## config.mk

```make
export PLATFORM = sky130hd
export DESIGN_NAME = deinter_sram_sched_flat
export DESIGN_NICKNAME = d
export VERILOG_FILES = /design/src/rtl/deinter_pkg.sv /design/src/rtl/deinter_sram_sched_if.sv /design/src/rtl/deinter_rd_agen.sv /design/src/rtl/deinter_sram_sched.sv /design/src/flat_wrapper.sv
export SDC_FILE = /design/constraint.sdc
export NUM_CORES = 1
export LEC_CHECK = 0
export CAP_MARGIN = 10
export CORE_UTILIZATION = 55
export DETAILED_ROUTE_END_ITERATION = 10
export GPL_TIMING_DRIVEN = 0
export PLACE_DENSITY = 0.77
export SLEW_MARGIN = 20
export SYNTH_ARGS = -nofsm -noshare
export SYNTH_HDL_FRONTEND = slang
export SYNTH_HIERARCHICAL = 1
export SYNTH_SLANG_ARGS = --single-unit
```

## constraint.sdc

```tcl
create_clock -name clk -period 4.2 [get_ports clk]
set_input_delay 1.26 -clock clk [delete_from_list [all_inputs] [get_ports clk]]
set_output_delay 1.26 -clock clk [all_outputs]
set_load 0.02 [all_outputs]
```

## src/rtl/deinter_pkg.sv

```systemverilog
// Shared constants and FSM encoding for the ping-pong SRAM deinterleaver scheduler.
package deinter_pkg;

    localparam int ROWS     = 12;
    localparam int COLS     = 128;
    localparam int BLK      = ROWS * COLS;
    localparam int AW       = 14;
    localparam int BANK_BIT = 11;
    localparam int ROW_W    = 4;
    localparam int COL_W    = 7;

    typedef enum logic [1:0] {
        ST_FILL = 2'd0,
        ST_RUN  = 2'd1,
        ST_WAIT = 2'd2,
        ST_HOLD = 2'd3
    } state_t;

endpackage

```

## src/rtl/deinter_sram_sched_if.sv

```systemverilog
// Symbol-in / SRAM-control bundle between the symbol source and the scheduler.
interface deinter_sram_sched_if #(
    parameter int AW = deinter_pkg::AW
);

    logic          en_in;
    logic [AW-1:0] ADDR;
    logic          NCE;
    logic          NWRT;
    logic          en_out;
    logic          err;

    modport master (
        output en_in,
        input  ADDR, NCE, NWRT, en_out, err
    );

    modport slave (
        input  en_in,
        output ADDR, NCE, NWRT, en_out, err
    );

endinterface

```

## src/rtl/deinter_rd_agen.sv

```systemverilog
// Column-major read address generator: row runs fastest, column steps on row wrap.
module deinter_rd_agen #(
    parameter int ROWS = deinter_pkg::ROWS,
    parameter int COLS = deinter_pkg::COLS
) (
    input  logic                            clk,
    input  logic                            rst,
    input  logic                            clear,
    input  logic                            advance,
    output logic                            last,
    output logic [deinter_pkg::BANK_BIT-1:0] off
);

    localparam int RW = deinter_pkg::ROW_W;
    localparam int CW = deinter_pkg::COL_W;

    logic [RW-1:0] row_reg;
    logic [CW-1:0] col_reg;
    logic          row_wrap;
    logic          col_wrap;

    assign row_wrap = (row_reg == RW'(ROWS - 1));
    assign col_wrap = (col_reg == CW'(COLS - 1));

    always_ff @(posedge clk or negedge rst) begin
        if (!rst) begin
            row_reg <= '0;
            col_reg <= '0;
        end else if (clear) begin
            row_reg <= '0;
            col_reg <= '0;
        end else if (advance) begin
            if (row_wrap) begin
                row_reg <= '0;
                col_reg <= col_wrap ? '0 : col_reg + CW'(1);
            end else begin
                row_reg <= row_reg + RW'(1);
            end
        end
    end

    assign last = row_wrap && col_wrap;
    assign off  = {row_reg, col_reg};

endmodule

```

## src/rtl/deinter_sram_sched.sv

```systemverilog
// Single-port SRAM scheduler for a two-bank block deinterleaver; writes always win the port.
module deinter_sram_sched #(
    parameter int ROWS = deinter_pkg::ROWS,
    parameter int COLS = deinter_pkg::COLS,
    parameter int AW   = deinter_pkg::AW
) (
    input  logic                 clk,
    input  logic                 rst,
    deinter_sram_sched_if.slave  bus
);

    typedef deinter_pkg::state_t state_t;

    localparam int BW  = deinter_pkg::BANK_BIT;
    localparam int BLK = ROWS * COLS;
    localparam int PAD = AW - BW - 1;

    state_t        state_reg;
    state_t        state_next;
    logic          bank_w_reg;
    logic          bank_r_reg;
    logic [BW-1:0] wcnt_reg;
    logic          en_in_prev_reg;
    logic          err_reg;
    logic          en_out_reg;
    logic [AW-1:0] addr_reg;
    logic [AW-1:0] addr_next;

    logic          wr_acc;
    logic          rd_acc;
    logic          wr_last;
    logic          rd_last;
    logic          rd_last_cell;
    logic          swap;
    logic [BW-1:0] rd_off;

    // Reset gates the combinational access path so en_in is ignored while rst is low.
    assign wr_acc  = rst && bus.en_in && (state_reg != deinter_pkg::ST_HOLD);
    assign rd_acc  = rst && !bus.en_in &&
                     ((state_reg == deinter_pkg::ST_RUN) || (state_reg == deinter_pkg::ST_HOLD));
    assign wr_last = wr_acc && (wcnt_reg == BW'(BLK - 1));
    assign rd_last = rd_acc && rd_last_cell;

    deinter_rd_agen #(
        .ROWS (ROWS),
        .COLS (COLS)
    ) u_rd_agen (
        .clk     (clk),
        .rst     (rst),
        .clear   (swap),
        .advance (rd_acc),
        .last    (rd_last_cell),
        .off     (rd_off)
    );

    always_comb begin
        state_next = state_reg;
        swap       = 1'b0;
        case (state_reg)
            deinter_pkg::ST_FILL: begin
                if (wr_last) begin
                    swap       = 1'b1;
                    state_next = deinter_pkg::ST_RUN;
                end
            end
            deinter_pkg::ST_RUN: begin
                if (rd_last)
                    state_next = deinter_pkg::ST_WAIT;
                else if (wr_last)
                    state_next = deinter_pkg::ST_HOLD;
            end
            deinter_pkg::ST_WAIT: begin
                if (wr_last) begin
                    swap       = 1'b1;
                    state_next = deinter_pkg::ST_RUN;
                end
            end
            deinter_pkg::ST_HOLD: begin
                if (rd_last) begin
                    swap       = 1'b1;
                    state_next = deinter_pkg::ST_RUN;
                end
            end
            default: state_next = deinter_pkg::ST_FILL;
        endcase
    end

    always_comb begin
        addr_next = addr_reg;
        if (wr_acc)
            addr_next = {{PAD{1'b0}}, bank_w_reg, wcnt_reg};
        else if (rd_acc)
            addr_next = {{PAD{1'b0}}, bank_r_reg, rd_off};
    end

    always_ff @(posedge clk or negedge rst) begin
        if (!rst) begin
            state_reg      <= deinter_pkg::ST_FILL;
            bank_w_reg     <= 1'b0;
            bank_r_reg     <= 1'b1;
            wcnt_reg       <= '0;
            en_in_prev_reg <= 1'b0;
            err_reg        <= 1'b0;
            en_out_reg     <= 1'b0;
            addr_reg       <= '0;
        end else begin
            state_reg      <= state_next;
            en_in_prev_reg <= bus.en_in;
            en_out_reg     <= rd_acc;
            addr_reg       <= addr_next;
            if (swap) begin
                bank_w_reg <= ~bank_w_reg;
                bank_r_reg <= ~bank_r_reg;
            end
            if (swap || wr_last)
                wcnt_reg <= '0;
            else if (wr_acc)
                wcnt_reg <= wcnt_reg + BW'(1);
            // Sticky: back-to-back input symbols, or a new block overrunning unread data.
            if ((bus.en_in && en_in_prev_reg) ||
                ((state_next == deinter_pkg::ST_HOLD) && (state_reg != deinter_pkg::ST_HOLD)))
                err_reg <= 1'b1;
        end
    end

    assign bus.ADDR   = addr_next;
    assign bus.NCE    = ~(wr_acc | rd_acc);
    assign bus.NWRT   = ~wr_acc;
    assign bus.en_out = en_out_reg;
    assign bus.err    = err_reg;

endmodule

```

## src/flat_wrapper.sv

```systemverilog
// flat-port wrapper written by rule: the top's interface ports become plain ports
module deinter_sram_sched_flat 
#(
    parameter int ROWS = deinter_pkg::ROWS,
    parameter int COLS = deinter_pkg::COLS,
    parameter int AW   = deinter_pkg::AW
)
  (clk, rst, bus_en_in, bus_ADDR, bus_NCE, bus_NWRT, bus_en_out, bus_err);
  deinter_sram_sched_if #(.AW(AW)) bus_i ();
  input  logic clk;
  input  logic rst;
  input wire logic [$bits(bus_i.en_in)-1:0] bus_en_in;
  output wire logic [$bits(bus_i.ADDR)-1:0] bus_ADDR;
  output wire logic [$bits(bus_i.NCE)-1:0] bus_NCE;
  output wire logic [$bits(bus_i.NWRT)-1:0] bus_NWRT;
  output wire logic [$bits(bus_i.en_out)-1:0] bus_en_out;
  output wire logic [$bits(bus_i.err)-1:0] bus_err;
  assign bus_i.en_in = bus_en_in;
  assign bus_ADDR = bus_i.ADDR;
  assign bus_NCE = bus_i.NCE;
  assign bus_NWRT = bus_i.NWRT;
  assign bus_en_out = bus_i.en_out;
  assign bus_err = bus_i.err;
  deinter_sram_sched #(.ROWS(ROWS), .COLS(COLS), .AW(AW)) u_core (.clk(clk), .rst(rst), .bus(bus_i));
endmodule
```

-- Word-level counts from Yosys, hierarchy flattened
Index checks and enable logic that the tools add are counted.
- bits in registers: 43
- input port bits: 3
- add/subtract/negate cells: 3
- equality and inequality tests: 8
- mux-type cells: 19
- bitwise logic cells: 5
- reduce and logical (&&, ||, !) cells: 19
- operators with widths (operator ; count):
    two-way mux 14 bit ; 2
    two-way mux 7 bit ; 4
    two-way mux 11 bit ; 2
    two-way mux 4 bit ; 3
    adder 11 x 1 -> 11 bit, second input constant ; 1
    equality test 11 bit, second input constant ; 1
    logical AND 1 bit ; 9
    two-way mux 2 bit ; 4
    adder 7 x 1 -> 7 bit, second input constant ; 1
    equality test 7 bit, second input constant ; 1
    equality test 2 bit, second input constant ; 3
    one-hot mux 2 bit (3 select lines) ; 1
    nonzero test 2 bit ; 3
    adder 4 x 1 -> 4 bit, second input constant ; 1
    equality test 4 bit, second input constant ; 1
    inverter 1 bit ; 4
    logical OR 1 bit ; 3
    equality test 2 x 1 -> 1 bit, second input constant ; 1
    logical NOT 2 bit ; 1
    two-way mux 1 bit ; 2
    != test 2 bit, second input constant ; 1
    one-hot mux 1 bit (2 select lines) ; 1
    AND reduction 2 bit ; 1
    OR reduction 2 bit ; 1
    other kinds (2) ; 2

-- Longest topological paths before layout
- word-level depth: 9
- gate-level depth with buffers: 7

-- Hierarchy
Netlist, hierarchy kept.
- by module, submodules not included (module ; instances ; cells an instance ; area each (um2) ; seq. area each (um2)):
    deinter_sram_sched ; 1 ; 157 ; 1478.9 ; 802.0
    deinter_rd_agen ; 1 ; 65 ; 625.6 ; 275.3

-- Least setup slack after synthesis
No wires, ideal clock.
- kind: input to output
- start: in bus_en_in
- end: out bus_ADDR[10]
- arrival time: 2.465 ns
- data required time: 2.940 ns
- path slack: 0.475 ns
- cell stages on the path: 5
- path through: nand3b_1 clkinv_1 clkbuf_1 nand2_1 a31oi_1
- longest elaborated chain between the ends: 5
- elaborated cells on any way between the ends: 7
- classes of those cells: 2 x mux; 5 x reduce/logical
- RTL lines (what ; line ; source):
    start, declared ; flat_wrapper.sv:12 ; input wire logic [$bits(bus_i.en_in)-1:0] bus_en_in;
    logical NOT 1 bit ; deinter_sram_sched.sv:39 ; assign rd_acc = rst && !bus.en_in &&
    logical AND 1 bit (2 in series) ; deinter_sram_sched.sv:39 ;
    net u_core.rd_acc ; deinter_sram_sched.sv:30 ; logic rd_acc;
    two-way mux 14 bit ; deinter_sram_sched.sv:92 ; else if (rd_acc)
    two-way mux 14 bit ; deinter_sram_sched.sv:90 ; if (wr_acc)
    end, declared ; flat_wrapper.sv:13 ; output wire logic [$bits(bus_i.ADDR)-1:0] bus_ADDR;
The timed path passes the listed nets, and every way through them passes these cells.

-- Final worst setup path
- start: in bus_en_in
- end: out bus_ADDR[4]
- longest elaborated chain between the ends: 5
- elaborated cells on any way between the ends: 7
- classes of those cells: 2 x mux; 5 x reduce/logical
- RTL lines (what ; line):
    logical NOT 1 bit ; deinter_sram_sched.sv:39
    logical AND 1 bit (2 in series) ; deinter_sram_sched.sv:39
    two-way mux 14 bit ; deinter_sram_sched.sv:92
    two-way mux 14 bit (*) ; deinter_sram_sched.sv:90
Every way passes the cells marked *; elsewhere a longest branch is shown, timed or not.

==> impl_metrics.env <==
export IMPL_dp_slack_ns=-0.855
export IMPL_synthMuxAreaShare_pct=1.49
export IMPL_grt_max_degree=20
export IMPL_timing_rr_start="u_core/u_rd_agen/row_reg[0]"
export IMPL_first_iter_violations=102
export IMPL_wl_met3_um=287
export IMPL_fmax_mhz=243
export IMPL_core_area_um2=3660
export IMPL_slew_viol_final=0
export IMPL_drt_pass1_iterations=4
export IMPL_hold_violations=0
export IMPL_p_leak_nw=1.17
export IMPL_first_global_vias=1746
export IMPL_tritoncts="yes"
export IMPL_h_tree_depth=2
export IMPL_cp_max_fo=10
export IMPL_dr_wl_met2_um=2280
export IMPL_place_area_um2=2380
export IMPL_syn_area_um2=2100
export IMPL_finalSetupTns_ns=0
export IMPL_synth_top_family_by_area="simple AND/OR/NAND/NOR gates"
export IMPL_status="finished, final reports clean"
export IMPL_cts_buffer_depth=2
export IMPL_peakVddDrop_mv=0.332
export IMPL_ys_seq_area_share_pct=51.2
export IMPL_final_cell_count_no_fill=301
export IMPL_period_minus_slack_ns=4.12
export IMPL_rows=22
export IMPL_synth_xor_area_share_pct=3.75
export IMPL_drtAntennaViolNets=0
export IMPL_final_layout_size_suffix_gt1_share_pct=17.8
export IMPL_synth_cell_types=41
export IMPL_die_h_um=63.9
export IMPL_largest_reg_flops=14
export IMPL_setup_ws_ns=0.0815
export IMPL_power_mw=1.14
export IMPL_clkLatencyLatePin_ns=0.30
export IMPL_port_buffers=20
export IMPL_final_core_util_pct=69.8
export IMPL_cts_root_buf="clkbuf_8"
export IMPL_hold_path_startpoint="u_core/bank_w_reg"
export IMPL_finalSetupViolations=0
export IMPL_grtUsageTotal_pct=27.1
export IMPL_min_path_type="reg -> reg"
export IMPL_slew_headroom_pct=69.1
export IMPL_layout_nets=258
export IMPL_post_route_period_util_pct=98.1
export IMPL_dp_cells=291
export IMPL_cts_made_buffers=5
export IMPL_critical_path_startpoint="bus_en_in"
export IMPL_skew_ns=0.00705
export IMPL_synth_seq_cells=43
export IMPL_holdWs_ns=0.477
export IMPL_syn_inst=222
export IMPL_p_per_area_nw_per_um2=448
export IMPL_via_per_inst=5.88
export IMPL_critPathRequiredTime_ns=2.94
export IMPL_vias=1769
export IMPL_avgSynthCellArea_um2=9.48
export IMPL_yosysWarnings=6
export IMPL_area_growth_pct=21.4
export IMPL_wl_met1_um=2140
export IMPL_antenna_found_initial=0
export IMPL_crit_type="in -> out"
export IMPL_diodes=0
export IMPL_die_width_um=63.9
export IMPL_rsz0062_at_grt="no"
export IMPL_clk_pin_slew_ns=0.07
export IMPL_dpl_hpwl_um=3270
export IMPL_max_slew_worst_pin_slew_ns=0.464
export IMPL_start_util_pct=57.5
export IMPL_synth_nets=228
export IMPL_worstSetupEndpointType="primary output"
export IMPL_synth_compound_area_share_pct=13.3
export IMPL_maxCapViolations=0
export IMPL_drc_errors=0
export IMPL_grt_overflow=0
export IMPL_post_synth_and_or_nand_nor_area_fraction_pct=25.9
export IMPL_synthAdderAreaFrac_pct=1.78
export IMPL_fin_area_um2=2550
export IMPL_crit_path_start_kind="input pin"
export IMPL_routed_wl_um=4760
export IMPL_wl_per_cell_um=15.8
export IMPL_num_io_pins=21
export IMPL_maxUsedRoutingLayer="met4"
export IMPL_clkSinkCount=43
export IMPL_die_area_um2=4080
export IMPL_place_gp_congestion=0.863
export IMPL_worstPathArrival_ns=2.86
export IMPL_grt_pass1_wl_um=8330
synth_stat cells:
library cell	number	area share, %
and4_4	1	0.54
nor2_1	26	4.6
nor3_1	3	0.71
or4_1	4	1.4
mux2_2	1	0.54
and2_1	3	0.89
dfrtp_1	42	50
o31ai_4	1	1.0
and3_1	4	1.2
o221ai_1	1	0.42
xnor2_1	6	2.5
clkbuf_1	4	0.71
o31ai_1	2	0.71
nand2b_1	2	0.59
nor4bb_1	1	0.48
a21oi_1	14	3.3
nor4_1	2	0.59
o21ai_0	7	1.7
clkinv_1	1	0.18
inv_1	6	1.1
o21ai_2	1	0.42
or3_2	1	0.36
nand3_4	1	0.83
o21a_1	1	0.36
ha_1	3	1.8
a311oi_1	1	0.42
buf_2	3	0.71
a21boi_0	1	0.36
xor2_1	3	1.2
nor2b_1	1	0.30
nand4_1	1	0.30
o211ai_1	2	0.71
or3_1	2	0.59
nand3b_1	4	1.4
mux2i_1	2	0.95
nand3_1	7	1.7
dfstp_2	1	1.2
nand2_1	40	7.1
nand4b_4	1	1.1
a31oi_1	13	3.9
and4b_2	2	1.1
metal layers:
layer / global-route usage, % / vias up
li1: - / 838
met1: 35.2 / 859
met2: 44.7 / 64
met3: 4.64 / 8
met4: 11.6 / 0
met5: 0 / -
cell families after synthesis:
group | after synthesis
xor+xnor | 9
fa+ha+maj | 3
buf+inv | 14
compound gates | 44
flops | 43
mux | 3
simple gates | 106
final timing paths:
check,endpoint,slack [ns],cells after the start
min in group asynchronous,u_core/addr_reg[2],0.77,1
worst min register to register,u_core/bank_w_reg,0.48,1
max in group asynchronous,u_core/u_rd_agen/row_reg[0],2.97,2
worst min-delay path,u_core/bank_w_reg,0.48,1
worst max-delay path,bus_ADDR[4],0.08,8
worst max register to register,u_core/u_rd_agen/row_reg[1],1.82,7
power by group:
group / leakage [nW] / internal [mW] / total [mW] / switching [mW]
logic: 0.591 / 0.125 / 0.281 / 0.155
clock network: 0.0515 / 0.150 / 0.285 / 0.135
registers: 0.530 / 0.490 / 0.578 / 0.0880
total: 1.17 / 0.766 / 1.14 / 0.379
worst max-delay path, stage by stage:
cell and delay [ns]:
dlygate4sd2_1 0.33, nand2_2 0.14, nor2_4 0.18, inv_1 0.08, buf_2 0.19, buf_4 0.20, a31oi_2 0.18, clkdlybuf4s15_2 0.29
placed cells by master (no fill, tap or decap), types with 2 or more instances in the layout:
master           instances
buf_4                    3
o21ai_0                  7
nand2_1                 39
o211ai_1                 2
clkdlybuf4s15_2          3
nor3_1                   3
and4b_2                  2
nor4_1                   2
clkbuf_8                 7
ha_1                     3
clkbuf_1                 2
dfrtp_1                 42
and2_1                   3
nor2_1                  25
a21oi_1                 14
o31ai_1                  2
clkbuf_2                 2
a31oi_2                  6
nand3b_1                 4
buf_2                    8
xor2_1                   3
mux2i_1                  2
or3_1                    2
and3_1                   4
or4_1                    4
inv_1                    6
clkdlybuf4s50_1          2
nand2b_1                 2
nand3_1                  7
a31oi_1                  7
xnor2_1                  6
dlygate4sd2_1            7
repair_timing:
action / 4_1_cts / 5_1_grt
hold buffers: 0 / 0
gates resized for setup: 54 / 15
buffers inserted: 2 / 0
setup endpoints to repair: 16 / 13
pin swaps: 0 / 0
gates cloned: 1 / 0
final cells by class:
class                   count  area (um^2)
fillers                   258         1110
flip-flops and latches     43         1080
multi-input cells         165         1020
repair buffers             24          240
clock buffers               8          100
well taps                  48         60.1
plain buffers               6         31.3
inverters                   7         27.5
(Power assumes the default switching activity.)
